**config.mk**
```make
export PLATFORM = sky130hd
export DESIGN_NAME = cpu6_alu_exu_flat
export DESIGN_NICKNAME = d
export VERILOG_FILES = /design/src/rtl/cpu6_alu_exu_pkg.sv /design/src/rtl/cpu6_alu_exu_if.sv /design/src/rtl/cpu6_alu_comb.sv /design/src/rtl/cpu6_alu_exu.sv /design/src/flat_wrapper.sv
export SDC_FILE = /design/constraint.sdc
export NUM_CORES = 1
export LEC_CHECK = 0
export ABC_AREA = 1
export BUFFER_PORTS_ARGS = -buffer_cell sky130_fd_sc_hd__buf_2
export CAP_MARGIN = 30
export CELL_PAD_IN_SITES_DETAIL_PLACEMENT = 1
export CELL_PAD_IN_SITES_GLOBAL_PLACEMENT = 1
export CORE_MARGIN = 2
export CORE_UTILIZATION = 45
export DETAILED_ROUTE_END_ITERATION = 6
export GPL_ROUTABILITY_DRIVEN = 0
export HOLD_SLACK_MARGIN = 0.15
export PLACE_DENSITY_LB_ADDON = 0.1
export SLEW_MARGIN = 30
export SYNTH_ARGS = -nofsm -noshare
export SYNTH_HDL_FRONTEND = slang
export SYNTH_HIERARCHICAL = 1
export SYNTH_SLANG_ARGS = --single-unit
```
**constraint.sdc**
```tcl
create_clock -name clk -period 6.5 [get_ports clk]
set_clock_uncertainty 0.2 [all_clocks]
set_input_delay 1.625 -clock clk [delete_from_list [all_inputs] [get_ports clk]]
set_output_delay 1.625 -clock clk [all_outputs]
set_load 0.02 [all_outputs]
```
**src/rtl/cpu6_alu_exu_pkg.sv**
```systemverilog
// Shared constants, operation/state encodings and small helpers for the cpu6 execute ALU.
package cpu6_alu_exu_pkg;

   localparam int XLEN                 = 32;
   localparam int SHAMT_W              = 5;
   localparam int CPU6_ALUCONTROL_SIZE = 4;

   // Operation codes as produced by the ALU decoder; shifts sit above the single-cycle ops.
   typedef enum logic [CPU6_ALUCONTROL_SIZE-1:0] {
      CPU6_ALUCONTROL_ADD = 4'd0,
      CPU6_ALUCONTROL_SUB = 4'd1,
      CPU6_ALUCONTROL_AND = 4'd2,
      CPU6_ALUCONTROL_OR  = 4'd3,
      CPU6_ALUCONTROL_SLT = 4'd4,
      CPU6_ALUCONTROL_SLL = 4'd5,
      CPU6_ALUCONTROL_SRL = 4'd6,
      CPU6_ALUCONTROL_SRA = 4'd7
   } alucontrol_e;

   typedef enum logic [0:0] {
      CPU6_EXU_STATE_IDLE  = 1'b0,
      CPU6_EXU_STATE_SHIFT = 1'b1
   } exu_state_e;

   // True for the iterative (multi-cycle) shift operations.
   function automatic logic is_shift_op(input logic [CPU6_ALUCONTROL_SIZE-1:0] code);
      logic shift_s;
      case (code)
         CPU6_ALUCONTROL_SLL,
         CPU6_ALUCONTROL_SRL,
         CPU6_ALUCONTROL_SRA: shift_s = 1'b1;
         default:             shift_s = 1'b0;
      endcase
      return shift_s;
   endfunction

   // Zero flag of a result word.
   function automatic logic is_zero(input logic [XLEN-1:0] value);
      return (value == {XLEN{1'b0}});
   endfunction

endpackage

```
**src/rtl/cpu6_alu_exu_if.sv**
```systemverilog
// Operand/result handshake bundle between the ID/EX latch, the execute ALU and EX/MEM.
interface cpu6_alu_exu_if;
   import cpu6_alu_exu_pkg::*;

   logic                            in_valid;
   logic                            in_ready;
   logic [XLEN-1:0]                 a;
   logic [XLEN-1:0]                 b;
   logic [CPU6_ALUCONTROL_SIZE-1:0] alucontrol;
   logic                            out_valid;
   logic                            out_ready;
   logic [XLEN-1:0]                 result;
   logic                            zero;

   // Pipeline side: supplies operands and consumes results.
   modport master (
      output in_valid, a, b, alucontrol, out_ready,
      input  in_ready, out_valid, result, zero
   );

   // ALU side.
   modport slave (
      input  in_valid, a, b, alucontrol, out_ready,
      output in_ready, out_valid, result, zero
   );

endinterface

```
**src/rtl/cpu6_alu_comb.sv**
```systemverilog
// Pure combinational single-cycle ALU; shift codes and unknown codes yield zero here.
module cpu6_alu_comb
   import cpu6_alu_exu_pkg::*;
(
   input  logic [XLEN-1:0]                 a,
   input  logic [XLEN-1:0]                 b,
   input  logic [CPU6_ALUCONTROL_SIZE-1:0] alucontrol,
   output logic [XLEN-1:0]                 result
);

   // Select the single-cycle operation; SLT is an unsigned compare (SLTU/SLTIU mapping).
   always_comb begin
      result = {XLEN{1'b0}};
      case (alucontrol)
         CPU6_ALUCONTROL_ADD: result = a + b;
         CPU6_ALUCONTROL_SUB: result = a - b;
         CPU6_ALUCONTROL_AND: result = a & b;
         CPU6_ALUCONTROL_OR:  result = a | b;
         CPU6_ALUCONTROL_SLT: result = {{(XLEN-1){1'b0}}, (a < b)};
         default:             result = {XLEN{1'b0}};
      endcase
   end

endmodule

```
**src/rtl/cpu6_alu_exu.sv**
```systemverilog
// cpu6 execute-stage ALU: one-cycle arithmetic/logic, iterative 1-bit-per-cycle shifts,
// registered result/zero with valid/ready hold and a flush for branch redirect.
module cpu6_alu_exu
   import cpu6_alu_exu_pkg::*;
(
   input  logic          clk,
   input  logic          reset,
   input  logic          flush,
   cpu6_alu_exu_if.slave bus
);

   exu_state_e                      state_r;
   logic [XLEN-1:0]                 work_r;
   logic [SHAMT_W-1:0]              cnt_r;
   logic [CPU6_ALUCONTROL_SIZE-1:0] op_r;
   logic [XLEN-1:0]                 result_r;
   logic                            zero_r;
   logic                            out_valid_r;

   logic                            in_ready_s;
   logic                            accept_s;
   logic [XLEN-1:0]                 comb_result_s;
   logic [XLEN-1:0]                 shift_next_s;

   cpu6_alu_comb u_alu_comb (
      .a          (bus.a),
      .b          (bus.b),
      .alucontrol (bus.alucontrol),
      .result     (comb_result_s)
   );

   // Accept only when idle, not killed, and the output slot is empty or draining this cycle.
   always_comb begin
      in_ready_s = 1'b0;
      if (!reset && !flush && (state_r == CPU6_EXU_STATE_IDLE) &&
          (!out_valid_r || bus.out_ready)) begin
         in_ready_s = 1'b1;
      end else begin
         in_ready_s = 1'b0;
      end
   end

   assign accept_s = bus.in_valid & in_ready_s;

   // One-bit step of the latched shift operation; SRA replicates the sign bit.
   always_comb begin
      shift_next_s = work_r;
      case (op_r)
         CPU6_ALUCONTROL_SLL: shift_next_s = {work_r[XLEN-2:0], 1'b0};
         CPU6_ALUCONTROL_SRL: shift_next_s = {1'b0, work_r[XLEN-1:1]};
         CPU6_ALUCONTROL_SRA: shift_next_s = {work_r[XLEN-1], work_r[XLEN-1:1]};
         default:             shift_next_s = work_r;
      endcase
   end

   // Control FSM, shift datapath and output register; flush beats accept and completion.
   always_ff @(posedge clk) begin
      if (reset) begin
         state_r     <= CPU6_EXU_STATE_IDLE;
         work_r      <= {XLEN{1'b0}};
         cnt_r       <= {SHAMT_W{1'b0}};
         op_r        <= {CPU6_ALUCONTROL_SIZE{1'b0}};
         result_r    <= {XLEN{1'b0}};
         zero_r      <= 1'b1;
         out_valid_r <= 1'b0;
      end else if (flush) begin
         state_r     <= CPU6_EXU_STATE_IDLE;
         out_valid_r <= 1'b0;
      end else begin
         case (state_r)
            CPU6_EXU_STATE_IDLE: begin
               if (accept_s && is_shift_op(bus.alucontrol)) begin
                  work_r      <= bus.a;
                  cnt_r       <= bus.b[SHAMT_W-1:0];
                  op_r        <= bus.alucontrol;
                  out_valid_r <= 1'b0;
                  state_r     <= CPU6_EXU_STATE_SHIFT;
               end else if (accept_s) begin
                  result_r    <= comb_result_s;
                  zero_r      <= is_zero(comb_result_s);
                  out_valid_r <= 1'b1;
               end else if (bus.out_ready) begin
                  out_valid_r <= 1'b0;
               end
            end
            CPU6_EXU_STATE_SHIFT: begin
               if (cnt_r != {SHAMT_W{1'b0}}) begin
                  work_r <= shift_next_s;
                  cnt_r  <= cnt_r - SHAMT_W'(1);
               end else begin
                  result_r    <= work_r;
                  zero_r      <= is_zero(work_r);
                  out_valid_r <= 1'b1;
                  state_r     <= CPU6_EXU_STATE_IDLE;
               end
            end
            default: begin
               state_r     <= CPU6_EXU_STATE_IDLE;
               out_valid_r <= 1'b0;
            end
         endcase
      end
   end

   assign bus.in_ready  = in_ready_s;
   assign bus.out_valid = out_valid_r;
   assign bus.result    = result_r;
   assign bus.zero      = zero_r;

endmodule
```
**src/flat_wrapper.sv**
```systemverilog
// flat-port wrapper written by rule: the top's interface ports become plain ports
module cpu6_alu_exu_flat import cpu6_alu_exu_pkg::*;
  (clk, reset, flush, bus_in_valid, bus_a, bus_b, bus_alucontrol, bus_out_ready, bus_in_ready, bus_out_valid, bus_result, bus_zero);
  cpu6_alu_exu_if bus_i ();
  input  logic clk;
  input  logic reset;
  input  logic flush;
  input wire logic [$bits(bus_i.in_valid)-1:0] bus_in_valid;
  input wire logic [$bits(bus_i.a)-1:0] bus_a;
  input wire logic [$bits(bus_i.b)-1:0] bus_b;
  input wire logic [$bits(bus_i.alucontrol)-1:0] bus_alucontrol;
  input wire logic [$bits(bus_i.out_ready)-1:0] bus_out_ready;
  output wire logic [$bits(bus_i.in_ready)-1:0] bus_in_ready;
  output wire logic [$bits(bus_i.out_valid)-1:0] bus_out_valid;
  output wire logic [$bits(bus_i.result)-1:0] bus_result;
  output wire logic [$bits(bus_i.zero)-1:0] bus_zero;
  assign bus_i.in_valid = bus_in_valid;
  assign bus_i.a = bus_a;
  assign bus_i.b = bus_b;
  assign bus_i.alucontrol = bus_alucontrol;
  assign bus_i.out_ready = bus_out_ready;
  assign bus_in_ready = bus_i.in_ready;
  assign bus_out_valid = bus_i.out_valid;
  assign bus_result = bus_i.result;
  assign bus_zero = bus_i.zero;
  cpu6_alu_exu u_core (.clk(clk), .reset(reset), .flush(flush), .bus(bus_i));
endmodule
```
==> results_dict.tcl <==
set metrics [dict create \
    port_buffers 107 \
    syn-instance-count 2062 \
    cpPeakStageDelay_ns 0.43 \
    status "completed" \
    clockRootBuffer "clkbuf_16" \
    synth-xor-area-share_pct 0.160 \
    cp_max_fo 5 \
    synth_cell_type_count 43 \
    grt_antenna_before_repair 0 \
    vias 13300 \
    synth_edf_count 0 \
    final_util_pct 49.1 \
    tritoncts "built" \
    pwr-share-seq_pct 27.9 \
    critical_path_class "primary input to flip-flop" \
    wl_per_cell_um 18.1 \
    diodes 0 \
    fin_tns_setup_ns 0 \
    avgViaCountPerCell 5.45 \
    rsz0062_at_grt "false" \
    dieArea_mm2 0.0256 \
    yosysWarningCount 6 \
    drtPass1Iterations 5 \
    min_period_over_period_pct 71.0 \
    boundaryPins 108 \
    pwr-share-comb_pct 39.8 \
    p_int_mw 1.02 \
    fp-row-count 57 \
    async_flop_share_pct 0 \
    clock-sinks 76 \
    synth_compound_area_share_pct 11.9 \
    start_util_pct 45.5 \
    synth_area_per_cell_um2 5.32 \
    synthMuxAreaShare_pct 0 \
    htree_levels 3 \
    coreArea_mm2 0.0241 \
    syn-num-nets 2238 \
    die_h_um 160 \
    relSlewSlack_pct 34.1 \
    dieWidth_um 160 \
    synth_top_family_by_area "simple AND/OR/NAND/NOR gates" \
    drt-initial-drc-count 920 \
    clockPowerShare_pct 32.3 \
    hp-class "flip-flop to flip-flop" \
    ys_ff_latch 76 \
    hold_violations 0 \
    whs_path_depth 2 \
    cpMostUsedCell "nand3_1" \
    endpoint_kind "flip-flop" \
    cts_resized 0 \
    fmax_ghz 0.217 \
    power_density_mw_per_mm2 146 \
    reg2reg_depth 11 \
    max-vdd-ir-drop_mv 0.118 \
    wl_um 44200 \
    cts_hold_buf 0 \
    path_cells "buf_2 -> ha_1 -> inv_1 -> fa_1 -> inv_1 -> nand3_1 -> nand3_1 -> nand3_1 -> nand3_1 -> a21oi_1 -> o21ai_0 -> nand4_1 -> nor2_1 -> nand4_1 -> nor2_1 -> nand3_1 -> nand2_1 -> nand2_1 -> nand2_1" \
    cp_slowest_cell "fa_1" \
    grt_pass1_wl_um 69100 \
    power.net_switching_mw 0.704 \
    synth_flop_cell "dfxtp_1" \
    critPathRequiredTime_ns 6.58 \
    postCtsSetupBuffers 0 \
    critPathArrivalTime_ns 4.70 \
    max_slew.worst_pin.slew_ns 0.987 \
    grt_pass1_vias 13200 \
    synthSimpleGateAreaFrac_pct 44.4 \
    clk_pin_slew_ns 0.06 \
    final_nets 2285 \
    p_leak_nw 6.76 \
    drc 0 \
    syn_area_mm2 0.0110 \
    final_layout_size_suffix_gt1_share_pct 8.80 \
    cap_violations 0 \
    grt_max_degree 77 \
    final_max_slew_viol_count 0 \
    clkLatencyLatePin_ns 0.34 \
    cts_inserted_buffers 9 \
    clockBufferDepth 2 \
    ant_nets 0 \
    synth_fa_ha_area_share_pct 11.9 \
    fin_crit_ns 4.61 \
    grt_use_total_pct 33.9 \
    overflow 0 \
    syn_to_final_growth_pct 8.01 \
    place_hpwl_um 35300 \
    setup_viol 0 \
    sw_frac_of_total_pct 40.7 \
    crit_path_start_kind "primary input" \
    synth-seq-area-share_pct 13.9 \
]
cells in the mapped netlist (all sizes together) (12+ instances only):
| cell | n | share of area [%] |
|---|---|---|
| a21oi | 148 | 6.9 |
| buf | 59 | 3.7 |
| clkbuf | 21 | 0.74 |
| dfxtp | 76 | 14 |
| ha | 101 | 12 |
| inv | 385 | 13 |
| nand2 | 688 | 24 |
| nand3 | 166 | 8.0 |
| nand4 | 24 | 1.4 |
| nor2 | 269 | 9.6 |
| nor3 | 12 | 0.68 |
| o21ai | 47 | 2.1 |
| o22ai | 22 | 1.3 |
worst paths after layout:
check | to | from | slack (ns)
setup / recovery | u_core/bus.zero | bus_b[0] | 1.89
hold / removal | u_core/bus.out_valid | u_core/bus.out_valid | 0.27
setup reg to reg | u_core/work_r[16] | u_core/state_r | 3.06
hold reg to reg | u_core/bus.out_valid | u_core/bus.out_valid | 0.27
per-layer routing:
layer | vias up | global-route usage (%) | routed length, µm
met5 | - | 0 | 0
met1 | 6286 | 42.6 | 19000
met2 | 442 | 57.2 | 20400
met4 | 0 | 17.4 | 2450
li1 | 6429 | - | -
met3 | 129 | 3.82 | 2300
cells by family (layout without fill, tap and decap cells):
kind of cell	after synthesis	after routing
fa+ha+maj	103	103
compound gates	240	240
simple gates	1173	1173
xor+xnor	2	2
buf+inv	468	520
flops	76	76
registers in the layout (all words and copies together) (netlist names):
name,count
u_core/op_r,4
u_core/work_r,32
u_core/cnt_r,5
u_core/bus.zero,1
u_core/bus.result,32
u_core/bus.out_valid,1
u_core/state_r,1
stage by stage:
step                      cell area (µm²)  power, mW  setup WS [ns]  hold slack, ns  instances
after floorplan                     11000      0.944           2.62           0.236       2062
after global placement              11500       1.14           1.64           0.246       2422
after detailed placement            11500       1.16           1.63           0.260       2422
after CTS                           11800       1.72           1.97           0.269       2438
after global routing                11800       1.82           1.67           0.299       2438
final                               11800       1.73           1.89           0.266       2438
cells in the final DEF, fill, tap and decap left out, types with 2 or more instances in the layout:
master      count
o21bai_1        6
and3_1          2
buf_4           9
nor2_1        258
nand4_1        24
nor3_1          9
clkbuf_16       9
o21ai_0        47
a21oi_1       145
nand2_1       674
clkinv_1        3
nand3_2        10
nor4_1          2
a31oi_1         3
ha_1          101
buf_2         107
o22ai_1        22
bufinv_16       2
fa_1            2
nor2_4          3
inv_2          10
nand3_1       156
nor3_2          2
o2111ai_1       4
xor2_1          2
nand2_2        13
dfxtp_1        76
clkinvlp_4      2
a21boi_0        4
nand3b_1        7
a21oi_2         2
inv_1         375
nor2_2          8
power by group through the flow:
stage	Combinational, mW	Clock (mW)	Sequential (mW)
4_1_cts	0.672	0.564	0.482
2_1_floorplan	0.443	0	0.501
3_3_place_gp	0.648	0	0.492
5_1_grt	0.754	0.583	0.483
3_5_place_dp	0.668	0	0.493
6_report	0.687	0.559	0.482
final cells by class:
cell class | count | area, µm²
clock inverter | 5 | 83.8
clock buffer | 11 | 243
tap | 324 | 405
inverter | 388 | 1460
fill | 3726 | 12300
multi-input combinational | 1518 | 7530
sequential | 76 | 1520
timing repair buffer | 116 | 603
worst max-delay path, delay by kind of cell:
kind / cells / cell delay, ns
simple gates: 12 / 1.71
fa+ha+maj: 2 / 0.76
buf+inv: 3 / 0.40
compound gates: 2 / 0.20
No activity file was read; power rests on OpenSTA's default activity.
